$ cat src/rtl/fetch_unit_pkg.sv
// Shared definitions for the instruction fetch stage and the bitty control unit it feeds.
package fetch_unit_pkg;

  localparam int unsigned INSTR_W            = 16;
  localparam logic [15:0] HALT_INSTR_DEFAULT = 16'hFFFF;

  // Instruction field positions decoded downstream
  localparam int unsigned DST_MSB     = 15;
  localparam int unsigned DST_LSB     = 13;
  localparam int unsigned SRC_MSB     = 12;
  localparam int unsigned SRC_LSB     = 10;
  localparam int unsigned ALU_SEL_MSB = 4;
  localparam int unsigned ALU_SEL_LSB = 2;

  typedef enum logic [2:0] {
    IDLE     = 3'd0,
    FETCH    = 3'd1,
    WAIT_MEM = 3'd2,
    ISSUE    = 3'd3,
    HALTED   = 3'd4
  } state_t;

endpackage

$ cat src/rtl/fetch_unit_if.sv
// Instruction memory read port plus the issue handshake towards the control unit.
interface fetch_unit_if #(
  parameter int unsigned ADDR_W  = 8,
  parameter int unsigned INSTR_W = 16
);
  logic [ADDR_W-1:0]  mem_addr;
  logic               mem_rd_en;
  logic [INSTR_W-1:0] mem_rdata;
  logic [INSTR_W-1:0] instruction;
  logic               run;
  logic               done;

  modport master (
    output mem_addr, mem_rd_en, instruction, run,
    input  mem_rdata, done
  );

  modport slave (
    input  mem_addr, mem_rd_en, instruction, run,
    output mem_rdata, done
  );
endinterface

$ cat src/rtl/fetch_unit.sv
// Instruction fetch stage: PC register plus fetch/issue FSM in front of the control unit.
// Words come from a 1-cycle-latency synchronous memory; a halt word parks the unit.
module fetch_unit #(
  parameter int unsigned        ADDR_W     = 8,
  parameter int unsigned        INSTR_W    = fetch_unit_pkg::INSTR_W,
  parameter logic [ADDR_W-1:0]  START_ADDR = '0,
  parameter logic [INSTR_W-1:0] HALT_INSTR = fetch_unit_pkg::HALT_INSTR_DEFAULT
) (
  input  logic              clk,
  input  logic              reset,
  input  logic              enable,
  input  logic              load_pc,
  input  logic [ADDR_W-1:0] load_addr,
  output logic [ADDR_W-1:0] pc,
  output logic              halted,
  fetch_unit_if.master      bus
);
  import fetch_unit_pkg::*;

  state_t             state_q, state_d;
  logic [ADDR_W-1:0]  pc_q, pc_d;
  logic [ADDR_W-1:0]  addr_q, addr_d;
  logic               rd_en_q, rd_en_d;
  logic               run_q, run_d;
  logic               halted_q, halted_d;
  logic [INSTR_W-1:0] instr_q, instr_d;
  logic [ADDR_W-1:0]  pc_inc;

  assign pc_inc = pc_q + ADDR_W'(1);

  always_ff @(posedge clk or negedge reset) begin
    if (!reset) begin
      state_q  <= IDLE;
      pc_q     <= START_ADDR;
      addr_q   <= START_ADDR;
      rd_en_q  <= 1'b0;
      run_q    <= 1'b0;
      halted_q <= 1'b0;
      instr_q  <= '0;
    end else begin
      state_q  <= state_d;
      pc_q     <= pc_d;
      addr_q   <= addr_d;
      rd_en_q  <= rd_en_d;
      run_q    <= run_d;
      halted_q <= halted_d;
      instr_q  <= instr_d;
    end
  end

  // Next-state and next-output logic; the read strobe is raised on entry to FETCH
  always_comb begin
    state_d  = state_q;
    pc_d     = pc_q;
    addr_d   = addr_q;
    rd_en_d  = 1'b0;
    run_d    = run_q;
    halted_d = halted_q;
    instr_d  = instr_q;
    unique case (state_q)
      IDLE: begin
        if (load_pc) begin
          pc_d   = load_addr;
          addr_d = load_addr;
        end else if (enable) begin
          state_d = FETCH;
          rd_en_d = 1'b1;
          addr_d  = pc_q;
        end
      end
      FETCH: state_d = WAIT_MEM;
      WAIT_MEM: begin
        if (bus.mem_rdata == HALT_INSTR) begin
          state_d  = HALTED;
          halted_d = 1'b1;
        end else begin
          state_d = ISSUE;
          instr_d = bus.mem_rdata;
          run_d   = 1'b1;
        end
      end
      ISSUE: begin
        if (bus.done) begin
          run_d = 1'b0;
          pc_d  = pc_inc;
          if (enable) begin
            state_d = FETCH;
            rd_en_d = 1'b1;
            addr_d  = pc_inc;
          end else begin
            state_d = IDLE;
          end
        end
      end
      HALTED: begin
        if (load_pc) begin
          state_d  = IDLE;
          pc_d     = load_addr;
          addr_d   = load_addr;
          halted_d = 1'b0;
        end
      end
      default: state_d = IDLE;
    endcase
  end

  assign bus.mem_addr    = addr_q;
  assign bus.mem_rd_en   = rd_en_q;
  assign bus.instruction = instr_q;
  assign bus.run         = run_q;
  assign pc              = pc_q;
  assign halted          = halted_q;

endmodule

$ cat src/flat_wrapper.sv
// flat-port wrapper written by rule: the top's interface ports become plain ports
module fetch_unit_flat import fetch_unit_pkg::*;
#(
  parameter int unsigned        ADDR_W     = 8,
  parameter int unsigned        INSTR_W    = fetch_unit_pkg::INSTR_W,
  parameter logic [ADDR_W-1:0]  START_ADDR = '0,
  parameter logic [INSTR_W-1:0] HALT_INSTR = fetch_unit_pkg::HALT_INSTR_DEFAULT
)
  (clk, reset, enable, load_pc, load_addr, pc, halted, bus_mem_addr, bus_mem_rd_en, bus_instruction, bus_run, bus_mem_rdata, bus_done);
  fetch_unit_if #(.ADDR_W(ADDR_W), .INSTR_W(INSTR_W)) bus_i ();
  input  logic clk;
  input  logic reset;
  input  logic enable;
  input  logic load_pc;
  input  logic [ADDR_W-1:0] load_addr;
  output logic [ADDR_W-1:0] pc;
  output logic halted;
  output wire logic [$bits(bus_i.mem_addr)-1:0] bus_mem_addr;
  output wire logic [$bits(bus_i.mem_rd_en)-1:0] bus_mem_rd_en;
  output wire logic [$bits(bus_i.instruction)-1:0] bus_instruction;
  output wire logic [$bits(bus_i.run)-1:0] bus_run;
  input wire logic [$bits(bus_i.mem_rdata)-1:0] bus_mem_rdata;
  input wire logic [$bits(bus_i.done)-1:0] bus_done;
  assign bus_mem_addr = bus_i.mem_addr;
  assign bus_mem_rd_en = bus_i.mem_rd_en;
  assign bus_instruction = bus_i.instruction;
  assign bus_run = bus_i.run;
  assign bus_i.mem_rdata = bus_mem_rdata;
  assign bus_i.done = bus_done;
  fetch_unit #(.ADDR_W(ADDR_W), .INSTR_W(INSTR_W), .START_ADDR(START_ADDR), .HALT_INSTR(HALT_INSTR)) u_core (.clk(clk), .reset(reset), .enable(enable), .load_pc(load_pc), .load_addr(load_addr), .pc(pc), .halted(halted), .bus(bus_i));
endmodule
$ cat config.mk
export PLATFORM = sky130hd
export DESIGN_NAME = fetch_unit_flat
export DESIGN_NICKNAME = d
export VERILOG_FILES = /design/src/rtl/fetch_unit_pkg.sv /design/src/rtl/fetch_unit_if.sv /design/src/rtl/fetch_unit.sv /design/src/flat_wrapper.sv
export SDC_FILE = /design/constraint.sdc
export NUM_CORES = 1
export LEC_CHECK = 0
export BUFFER_PORTS_ARGS = -buffer_cell sky130_fd_sc_hd__buf_4
export CAP_MARGIN = 25
export CORE_MARGIN = 1
export CORE_UTILIZATION = 35
export DETAILED_ROUTE_END_ITERATION = 8
export GPL_TIMING_DRIVEN = 0
export SYNTH_ARGS = -nofsm -noshare
export SYNTH_HDL_FRONTEND = slang
export SYNTH_SLANG_ARGS = --single-unit
$ cat constraint.sdc
create_clock -name clk -period 2.1 [get_ports clk]
set_clock_uncertainty 0.2 [all_clocks]
set_input_delay 0 -clock clk [delete_from_list [all_inputs] [get_ports clk]]
set_output_delay 0 -clock clk [all_outputs]
set_load 0.01 [all_outputs]
Yosys cells after proc, flatten, opt, wreduce, memory -nomap -nowiden
Index checks and enable logic that the tools add are counted.

$add $sub $neg: 1. Equality and inequality tests: 14. Multiplexer cells: 25. Bitwise logic cells: 1. Reductions and logical operators: 12.

Operator list (count): 8-bit 2-to-1 mux (6); 8-bit one-hot mux with 3 select lines (1); 16-bit equality test (second input constant) (1); 8-bit one-hot mux with 2 select lines (1); 3-bit 2-to-1 mux (5); 3-bit one-hot mux with 5 select lines (1); 2-bit inequality test (second input constant) (6); 3-bit AND reduction (3); 8-bit by 1-bit adder with 8-bit output (second input constant) (1); 1-bit 2-to-1 mux (8); 3-bit by 2-bit equality test with 1-bit output (second input constant) (2); 1-bit one-hot mux with 2 select lines (3); 2-bit nonzero test (3); 5-bit AND reduction (1); 2-bit by 1-bit inequality test with 1-bit output (second input constant) (2); 4-bit AND reduction (1); 3-bit by 1-bit equality test with 1-bit output (second input constant) (1); 3-bit equality test (second input constant) (1); 3-bit logical NOT (1); 3-bit inequality test (second input constant) (1); 3-bit nonzero test (1); 2-bit AND reduction (1); 2-bit OR reduction (1); 1-bit NOT (1).

Register bits after elaboration: 38. Bits of input ports: 29. Output and inout port bits: 35.

Logic depth before layout (Yosys ltp)
Gate-level depths: netlist (run 1).

Word-level depth: 4. Mapped depth: 6. Depth with buffers taken out: 5.

Worst setup path after synthesis (run 1)
Ideal clock, no wire load.

Kind: reg2reg. Start: register u_core.state_q[1]. End: register u_core.addr_q[2], in the netlist u_core.bus.mem_addr[2]. Setup time: 0.125 ns. Arrival time: 1.536 ns. Required time: 1.775 ns. Setup slack: 0.239 ns. Stages on the path, launching flop included: 7. Buffers on the path: 2. Clock period less this slack: 1.861 ns. Path through: dfrtp_1 buf_6 or2_2 buf_4 a21o_1 nand2_2 mux2_2.

Cells in the longest elaborated chain, start to end: 3.

RTL lines: start, declared (line fetch_unit.sv:20) `state_t state_q, state_d;`; start signal, assigned (line fetch_unit.sv:41) `state_q <= state_d;`; 3-bit by 2-bit equality test with 1-bit output (tied with other cells) (line fetch_unit.sv:60) `unique case (state_q)`; 2-bit inequality test (no source line) (tied with other cells); 5-bit AND reduction (no source line); end signal, assigned (line fetch_unit.sv:43) `addr_q <= addr_d;`; end, declared (line fetch_unit.sv:22) `logic [ADDR_W-1:0] addr_q, addr_d;`.

Parallel ways exist; a longest one is shown, timed or not. A chain may end at the register's enable or synchronous reset.

Worst setup path after layout (run 1)
Ends and elaborated chain as after synthesis.

==> results.ini, run 1 <==
[run_status]
status=complete, but fails checks
failed_checks=hold timing

[critical_path]
critPathSlowestCell=a221o_1
critical_path_class=flip-flop to flip-flop
r2r_cells=5
cpLargestDelayFamily=compound AO/OA/AOI/OAI gates
cp-start-kind=flip-flop
path_depth=5
cp_max_fo=10
cp_data_required_time_ps=2080
arrival_ps=1970
path_buf_inv=2
critPathMaxStageDelay_ps=410
endpoint_kind=flip-flop
cp_cell_sequence=buf_6 -> and3b_1 -> clkbuf_1 -> a221o_1 -> mux2_2

[pwr]
p_switching_w=0.00176
ir_worst_vdd_mv=0.647
p_seq_frac=0.283
totalPowerFinal_w=0.00464
p_comb_frac=0.549
swShare=0.380
p_clk_frac=0.168
p_per_area_nw_per_um2=1450
intPower_w=0.00288
leakagePower_nw=1.42

[place]
io_buffer_count=62
gp_congestion=0.840
hpwl_microns=4170
dpl.cell_count=353

[route]
route.vias.total=2078
via_per_inst=5.33
wirelength_microns=5940
topRoutingLayerUsed=met4
drt_iter0_drc=169
drc_errors=0
ant_nets=0
routed-wl-met2_microns=2820
firstDrtPassIters=4
dr_wl_met3_microns=267
met1_length_microns=2760
drt-wirelength-per-cell_microns=15.2

[synthesis]
yosysWarnings=0
synth_area_leaders=dfrtp_1, mux2_4, mux2_2
syn_inst=216
yosysSeqAreaShare=0.434
synth.cell_area_sq_um=2190
synth_seq_cells=38
syn-num-nets=246
synth_cell_type_count=53
synth_edf_count=0
synth.top_cell.area_share=0.434
syn_area_per_cell_sq_um=10.1
synth_top_area_cell=dfrtp_1
async_flop_share=1.00
ys.flop_type=dfrtp_1

[cells_and_area]
drive_gt1_frac=0.352
instances_no_fill=390
nets=344
num_antenna_cells=0
post-route-util=0.535
syn2layout_area_growth_pct=46.2

[timing]
report.final.slew_viol_count=0
fmax_mhz=502
setup_viol=0
final.setup.tns_ps=0
min_period_ps=1990
hold_slack_ps=-1.59
rsz0062_at_grt=no
final-hold-violation-count=2
max_slew_margin=0.675
finalCritPeriodShare=0.949
worst_pin_slew_ps=487

[clocking]
cts.sinks=38
cts_root_buf=clkbuf_8
cts_htree_levels=2
clock_latency_ps=300
cts-buffers-inserted=5
clk_pin_slew_worst_paths_ps=80
cts_max_path_buffers=2
cts_tree=done

[die]
fp.dieH_microns=81.1
initial_core_util=0.366
io_pins=64
die_area_sq_um=6580
fp.coreArea_sq_um=5990
die_w_microns=81.1
rows=28

[global_routing]
grt_first_pass_wirelength_microns=9280
track_usage=0.187
grt_pass1_vias=1867
grt_max_degree=39
overflow=0
antenna_found_initial=0

[hold_path]
hold_path_class=input pin to async pin

[job]
drv_cap=0

==> logic make-up (layout without fill, tap and decap cells) <==
kind of cell / after synthesis / in the layout / share of synthesized area
XOR/XNOR: 2 / 2 / 0.00799
buffers and inverters: 20 / 119 / 0.0485
AO/OA/AOI/OAI: 66 / 66 / 0.203
adder cells (fa/ha/maj): 1 / 1 / 0.00571
flip-flops: 38 / 38 / 0.434
multiplexers: 22 / 22 / 0.124
AND/OR/NAND/NOR: 67 / 67 / 0.177
==> repair_timing <==
item,CTS,global route
endpoints found under the hold margin,76,0
endpoints found under the setup margin,0,11
gates resized for setup,0,5
hold buffers,28,0
setup buffers,0,1
==> cell usage after synthesis (2+ instances only) <==
cell and n:
dfrtp_1 38, o21ai_0 17, nand2_1 16, a21oi_1 10
a31oi_1 10, mux2_2 10, nor2_1 9, nor3_1 9
clkbuf_1 8, mux2_4 8, nand3_1 8, buf_2 4
mux2i_1 4, nand4_1 4, o2bb2ai_1 4, and3_1 3
inv_1 3, nor4_1 3, o21a_1 3, o21bai_1 3
o221ai_1 3, o31ai_1 3, a22oi_1 2, a2bb2oi_1 2
buf_4 2, nor2_2 2, or3_1 2
==> power by group through the flow <==
stage	clock, W	combinational [W]	sequential [W]
floorplan	0	0.00142	0.00144
global placement	0	0.00243	0.00132
detailed placement	0	0.00244	0.00133
CTS	0.000801	0.00249	0.00131
global route	0.000832	0.00280	0.00136
finish	0.000781	0.00255	0.00131
==> routing by layer <==
layer / up-vias / GRT usage
li1: 1008 / -
met5: - / 0
met1: 1003 / 0.265
met3: 7 / 0.0337
met4: 0 / 0.0732
met2: 60 / 0.282
==> cell usage in the layout, fill, tap and decap left out, drive strengths merged, types with 2 or more instances in the layout <==
master | synthesis | layout
buf | 8 | 71
dfrtp | 38 | 38
dlygate4sd3 | 0 | 28
mux2 | 18 | 18
o21ai | 17 | 17
nand2 | 17 | 17
clkbuf | 8 | 14
a21oi | 11 | 11
nor2 | 11 | 11
a31oi | 10 | 10
nor3 | 10 | 10
nand3 | 8 | 8
nand4 | 5 | 5
o2bb2ai | 4 | 4
mux2i | 4 | 4
nor4 | 4 | 4
inv | 3 | 3
o21bai | 3 | 3
and3 | 3 | 3
o31ai | 3 | 3
o21a | 3 | 3
o221ai | 3 | 3
a2bb2oi | 2 | 2
a22oi | 2 | 2
or3 | 2 | 2
bufinv | 0 | 2
nor3b | 2 | 2
a21o | 2 | 2
==> worst paths after layout <==
check	start	end	slack, ps
worst max-delay path	u_core.state_q[1]$_DFFE_PN0P_	u_core.bus.mem_addr[2]$_DFFE_PN0P_	110
min in group clk	u_core.bus.run$_DFFE_PN0P_	u_core.bus.run$_DFFE_PN0P_	290
max in group asynchronous	reset	u_core.bus.mem_addr[6]$_DFFE_PN0P_	1340
worst min register to register	u_core.bus.run$_DFFE_PN0P_	u_core.bus.run$_DFFE_PN0P_	290
worst max register to register	u_core.state_q[1]$_DFFE_PN0P_	u_core.bus.mem_addr[2]$_DFFE_PN0P_	110
worst min-delay path	reset	u_core.pc[6]$_DFFE_PN0P_	-2
==> area by class of cell <==
| type | instances | area (sq um) |
|---|---|---|
| Fill cell | 553 | 2790 |
| Sequential cell | 38 | 951 |
| Timing Repair Buffer | 91 | 766 |
| Inverter | 4 | 15.0 |
| Buffer | 16 | 92.6 |
| Clock buffer | 6 | 82.6 |
| Multi-Input combinational cell | 158 | 1140 |
| Clock inverter | 2 | 60.1 |
| Tap cell | 75 | 93.8 |
==> worst reg2reg max path: cells and delay by family (launching register included) <==
family / cells / cell delay [ps]
mux: 1 / 260
compound gates: 1 / 410
simple gates: 1 / 230
buf+inv: 2 / 390
flops: 1 / 380
==> metrics by stage <==
stage / setup slack, ps / hold WS, ps / cell area (sq um)
global route: 37.7 / 39.2 / 3210
floorplan: 239 / -496 / 2190
CTS: 9.64 / 13.8 / 3170
global placement: 32.9 / -198 / 2750
finish: 108 / -1.59 / 3210
detailed placement: 32.1 / -198 / 2750
==> flip-flops by register name, indices dropped and copies added (netlist names) <==
name and count:
u_core.halted 1, u_core.bus.run 1, u_core.bus.mem_addr 8, u_core.state_q 3, u_core.bus.mem_rd_en 1, u_core.pc 8, u_core.bus.instruction 16
No activity file was read; power rests on OpenSTA's default activity.
==> run 2: changes to the inputs <==
MAX_ROUTING_LAYER = met4   (was default)
==> run 2 against run 1 <==
  * Power rose by 0.14%
  * The run still ends with hold timing left
  * Clock power increased by 0.5%
  * Via count is 0.43% lower
  * Wire length barely moved
  * Largest cell class unchanged
  * Worst hold slack got worse by 1.5 ps
  * First-iteration DRC count decreased by 21%
  * Die area unchanged
  * Combinational power hardly changed
  * Setup slack better by 4.0 ps
  * Highest routed layer unchanged
==> results.ini, run 2 (synthesis gave the netlist of run 1 again) <==
[die]
rows=28  ; unchanged
initial_core_util=0.366  ; unchanged
io_pins=64  ; unchanged
die_w_microns=81.1  ; unchanged
fp.dieH_microns=81.1  ; unchanged
fp.coreArea_sq_um=5990  ; unchanged
die_area_sq_um=6580  ; unchanged

[critical_path]
arrival_ps=1970  ; about the same
cp_data_required_time_ps=2080  ; about the same
r2r_cells=5  ; unchanged
cp_cell_sequence=buf_6 -> and3b_1 -> clkbuf_1 -> a221o_1 -> mux2_2  ; unchanged
r2r_start=u_core.state_q[1]$_DFFE_PN0P_  ; unchanged
cp-start-kind=flip-flop  ; unchanged
critical_path_class=flip-flop to flip-flop  ; unchanged
endpoint_kind=flip-flop  ; unchanged
critPathLaunch=u_core.state_q[1]$_DFFE_PN0P_  ; unchanged
critPathSlowestCell=a221o_1  ; unchanged
cp_max_fo=10  ; unchanged
path_buf_inv=2  ; unchanged
critPathMaxStageDelay_ps=410  ; about the same
path_depth=5  ; unchanged
cpLargestDelayFamily=compound AO/OA/AOI/OAI gates  ; unchanged

[global_routing]
track_usage=0.193  ; was 0.187
grt_pass1_vias=1879  ; was 1,867
grtUsageMet3=0.0348  ; was 0.0337
gr-usage-met1=0.267  ; was 0.265
top_usage_layer=met2  ; unchanged
grt_max_degree=39  ; unchanged
overflow=0  ; unchanged
grt_first_pass_wirelength_microns=9270  ; was 9280 microns
met2_usage=0.281  ; was 0.282
antenna_found_initial=0  ; unchanged

[route]
drt-wirelength-per-cell_microns=15.2  ; about the same
route.vias.total=2069  ; was 2,078
via_per_inst=5.31  ; was 5.33
firstDrtPassIters=4  ; unchanged
ant_nets=0  ; unchanged
drt_iter0_drc=134  ; was 169
drc_errors=0  ; unchanged
wirelength_microns=5950  ; was 5940 microns

[timing]
final-hold-violation-count=3  ; was 2
max_slew_margin=0.672  ; was 0.675
fmax_mhz=503  ; was 502 MHz
final.setup.tns_ps=0  ; unchanged
setup_viol=0  ; unchanged
worst_pin_slew_ps=491  ; was 487 ps
report.final.slew_viol_count=0  ; unchanged
fin_ws_ps=112  ; was 108 ps
rsz0062_at_grt=no  ; unchanged
finalCritPeriodShare=0.947  ; was 0.949
hold_slack_ps=-3.12  ; was -1.59 ps
min_period_ps=1990  ; about the same

[pwr]
leakagePower_nw=1.42  ; unchanged
p_comb_frac=0.549  ; about the same
p_switching_w=0.00177  ; was 0.00176 W
swShare=0.381  ; was 0.380
p_clk_frac=0.169  ; was 0.168
p_seq_frac=0.282  ; was 0.283
ir_worst_vdd_mv=0.651  ; was 0.647 mV
intPower_w=0.00288  ; about the same
p_per_area_nw_per_um2=1450  ; about the same

[place]
io_buffer_count=62  ; unchanged
pre_cts_slack_ps=32.1  ; unchanged
gp_congestion=0.853  ; was 0.840
hpwl_microns=4170  ; unchanged

[clocking]
cts_max_path_buffers=2  ; unchanged
cts.sinks=38  ; unchanged
clock_latency_ps=300  ; about the same
cts_root_buf=clkbuf_8  ; unchanged
clk_pin_slew_worst_paths_ps=80  ; about the same
cts_htree_levels=2  ; unchanged
cts-buffers-inserted=5  ; unchanged
cts_tree=done  ; unchanged

[cells_and_area]
num_antenna_cells=0  ; unchanged
nFillCells=553  ; unchanged
syn2layout_area_growth_pct=46.2  ; unchanged
drive_gt1_frac=0.352  ; unchanged
final_cell_mix=buf_4, dfrtp_1, dlygate4sd3_1, o21ai_0, nand2_1  ; unchanged
largest_reg_flops=16  ; unchanged
final_common_cell=buf_4  ; unchanged
nets=344  ; unchanged

[run_status]
failed_checks=hold timing  ; unchanged
status=complete, but fails checks  ; unchanged

[job]
drv_cap=0  ; unchanged

[hold_path]
hold_path_class=input pin to async pin  ; unchanged

-- run 2: cell counts in the layout (fill, tap and decap cells not counted) --
Identical to the previous run, type by type.
-- run 2: worst paths after layout --
check                                                   endpoint  slack (ps)
setup / recovery              u_core.bus.mem_addr[2]$_DFFE_PN0P_         110
hold / removal                          u_core.pc[6]$_DFFE_PN0P_          -3
setup reg to reg              u_core.bus.mem_addr[2]$_DFFE_PN0P_         110
hold reg to reg                       u_core.bus.run$_DFFE_PN0P_         290
max in group asynchronous     u_core.bus.mem_addr[6]$_DFFE_PN0P_        1340
min in group clk           u_core.bus.instruction[4]$_DFFE_PN0P_         290
-- run 2: routing by layer --
| layer | share of wire | vias to the layer above |
|---|---|---|
| met5 | 0 | - |
| met4 | 0.016 | 0 |
| met3 | 0.044 | 7 |
| met2 | 0.47 | 64 |
| met1 | 0.47 | 989 |
| li1 | - | 1009 |
-- run 2: layout make-up --
cell class	count	area, sq um	area share
timing repair buffer	91	766	0.239
buffer	16	92.6	0.0289
sequential	38	951	0.297
clock inverter	2	60.1	0.0187
multi-input combinational	158	1140	0.357
tap	75	93.8	0.0293
clock buffer	6	82.6	0.0258
inverter	4	15.0	0.00468
-- run 2: repair_timing --
action                                  in CTS  in global routing
buffers inserted                             0                  1
hold endpoints to repair                    76                  0
resized for setup                            0                  5
endpoints found under the setup margin       0                 11
hold buffers                                28                  0
-- run 2: through the flow --
step           total power (W)  utilization  hold slack [ps]  instance area [sq um]  std cells
2_1_floorplan          0.00286            -             -496                   2190        216
3_3_place_gp           0.00374        0.459             -198                   2750        353
3_5_place_dp           0.00377        0.459             -198                   2750        353
4_1_cts                0.00461        0.530             13.8                   3170        389
5_1_grt                0.00499        0.535             36.7                   3210        390
6_report               0.00465        0.535            -3.12                   3210        390
-- run 2: power groups by stage --
stage / combinational [W] / sequential [W] / clock (W)
floorplan: 0.00142 / 0.00144 / 0
global placement: 0.00243 / 0.00132 / 0
detailed placement: 0.00244 / 0.00133 / 0
CTS: 0.00249 / 0.00131 / 0.000801
global route: 0.00280 / 0.00136 / 0.000834
finish: 0.00255 / 0.00131 / 0.000785
-- run 2: worst reg2reg max path, cell delays in order, from the launching register on --
cell      delay, ps
dfrtp_1         380
buf_6           140
and3b_1         230
clkbuf_1        250
a221o_1         410
mux2_2          270
==> run 3: changes to the inputs <==
CTS_CLUSTER_SIZE = 14   (was default)
clock period = 1.84 ns   (was 2.1 ns; I/O delays follow)
==> run 3 against run 2 <==
  * Global-route usage rose by 0.70 points
  * Utilization rose by 1.1 points
  * Setup slack got worse by 110 ps
  * Critical path type unchanged
  * Clock-buffer cell count did not move
  * Combinational power rose by 20%
  * Critical endpoint unchanged
  * The run now ends clean
==> results.ini, run 3 (synthesis gave the netlist of run 1 again) <==
[run_status]
status=finished, final reports clean  ; was complete, but fails checks

[critical_path]
critPathMaxStageDelay_ps=480  ; was 410 ps
critical_path_class=flip-flop to flip-flop  ; unchanged
critPathSlowestCell=dfrtp_2  ; was a221o_1
path_buf_inv=1  ; was 2
cp_data_required_time_ps=1820  ; was 2080 ps
endpoint_kind=flip-flop  ; unchanged
cp_cell_sequence=buf_8 -> nor3b_4 -> nor3_1 -> a221o_1 -> mux2_2  ; was buf_6 -> and3b_1 -> clkbuf_1 -> a221o_1 -> mux2_2
arrival_ps=1820  ; was 1970 ps
cp-start-kind=flip-flop  ; unchanged
cpLargestDelayFamily=flip-flops  ; was compound AO/OA/AOI/OAI gates
cp_max_fo=7  ; was 10

[route]
drt-wirelength-per-cell_microns=15.5  ; was 15.2 microns
topRoutingLayerUsed=met4  ; unchanged
drt_iter0_drc=160  ; was 134
route.vias.total=2048  ; was 2,069
via_per_inst=5.22  ; was 5.31
routed-wl-met2_microns=2870  ; was 2800 microns
firstDrtPassIters=4  ; unchanged
wirelength_microns=6100  ; was 5950 microns
drc_errors=0  ; unchanged
met1_length_microns=2940  ; was 2790 microns
ant_nets=0  ; unchanged
dr_wl_met3_microns=232  ; was 259 microns

[job]
drv_cap=0  ; unchanged

[die]
fp.coreArea_sq_um=5990  ; unchanged
rows=28  ; unchanged
die_w_microns=81.1  ; unchanged
die_area_sq_um=6580  ; unchanged
io_pins=64  ; unchanged
fp.dieH_microns=81.1  ; unchanged
initial_core_util=0.366  ; unchanged

[global_routing]
grt_pass1_vias=1848  ; was 1,879
grt_max_degree=39  ; unchanged
track_usage=0.200  ; was 0.193
antenna_found_initial=0  ; unchanged
grt_first_pass_wirelength_microns=9580  ; was 9270 microns
overflow=0  ; unchanged

[timing]
max_slew_margin=0.673  ; was 0.672
final-hold-violation-count=0  ; was 3
rsz0062_at_grt=yes  ; was no
finalCritPeriodShare=0.997  ; was 0.947
worst_pin_slew_ps=490  ; was 491 ps
min_period_ps=1830  ; was 1990 ps
report.final.slew_viol_count=0  ; unchanged
hold_slack_ps=0.0410  ; was -3.12 ps
setup_viol=0  ; unchanged
fmax_mhz=545  ; was 503 MHz
final.setup.tns_ps=0  ; unchanged

[clocking]
clock_latency_ps=290  ; was 300 ps
cts.sinks=38  ; unchanged
cts_root_buf=clkbuf_8  ; unchanged
cts_tree=done  ; unchanged
cts-buffers-inserted=5  ; unchanged
cts_htree_levels=2  ; unchanged
clk_pin_slew_worst_paths_ps=80  ; about the same
cts_max_path_buffers=2  ; unchanged

[hold_path]
hold_path_class=input pin to async pin  ; unchanged

[cells_and_area]
nets=347  ; was 344
largest_reg_flops=16  ; unchanged
num_antenna_cells=0  ; unchanged
final_common_cell=buf_4  ; unchanged
final_cell_mix=buf_4, dfrtp_1, dlygate4sd3_1, nand2_1, o21ai_0  ; was buf_4, dfrtp_1, dlygate4sd3_1, o21ai_0, nand2_1
drive_gt1_frac=0.394  ; was 0.352
post-route-util=0.546  ; was 0.535
syn2layout_area_growth_pct=49.2  ; was 46.2%

[place]
io_buffer_count=62  ; unchanged
gp_congestion=0.842  ; was 0.853
hpwl_microns=4160  ; was 4170 microns

[pwr]
p_per_area_nw_per_um2=1630  ; was 1450 nW/um^2
leakagePower_nw=1.44  ; was 1.42 nW
totalPowerFinal_w=0.00534  ; was 0.00465 W
ir_worst_vdd_mv=0.736  ; was 0.651 mV

run 3: path summary, 6_finish.rpt:
check                                                   start                            endpoint  slack [ps]  depth (start not counted)
worst min register to register     u_core.bus.run$_DFFE_PN0P_          u_core.bus.run$_DFFE_PN0P_         290                          1
min in group clk                                      load_pc           u_core.halted$_DFFE_PN0P_           0                          4
worst min-delay path                                    reset            u_core.pc[6]$_DFFE_PN0P_        0.04                          2
worst max-delay path            u_core.state_q[0]$_DFFE_PN0P_  u_core.bus.mem_addr[2]$_DFFE_PN0P_           6                          5
worst max register to register  u_core.state_q[0]$_DFFE_PN0P_  u_core.bus.mem_addr[2]$_DFFE_PN0P_           6                          5
max in group asynchronous                               reset       u_core.state_q[0]$_DFFE_PN0P_        1060                          2
run 3: final cells by class:
class	count	area (sq um)
multi-input combinational	158	1180
buffer	13	100
sequential	38	953
clock inverter	1	30.0
timing repair buffer	97	808
inverter	4	18.8
tap	75	93.8
fill	538	2720
clock buffer	6	82.6
run 3: per-stage QoR:
step           std cells  setup slack, ps  cell area (sq um)
2_1_floorplan        216             8.75               2190
3_3_place_gp         353             -258               2750
3_5_place_dp         353             -223               2750
4_1_cts              389            -20.8               3200
5_1_grt              392            -37.8               3270
6_report             392             6.43               3270
run 3: metal layers:
metal | global-route usage | vias to the layer above
met5 | - | -
met3 | 0.0303 | 6
met1 | 0.287 | 977
li1 | - | 1008
met4 | 0.0482 | 0
met2 | 0.295 | 57
run 3: repair_timing:
item,in CTS,in global routing
resized for setup,11,15
hold buffers,27,0
pin swaps,3,5
setup buffers,3,5
setup endpoints to repair,30,30
endpoints found under the hold margin,75,0
run 3: where the power goes:
group          switching (W)  total, W  leakage (nW)  internal (W)
registers           0.000311   0.00155         0.447       0.00124
clock network       0.000307  0.000741        0.0573      0.000434
logic                0.00145   0.00305         0.936       0.00160
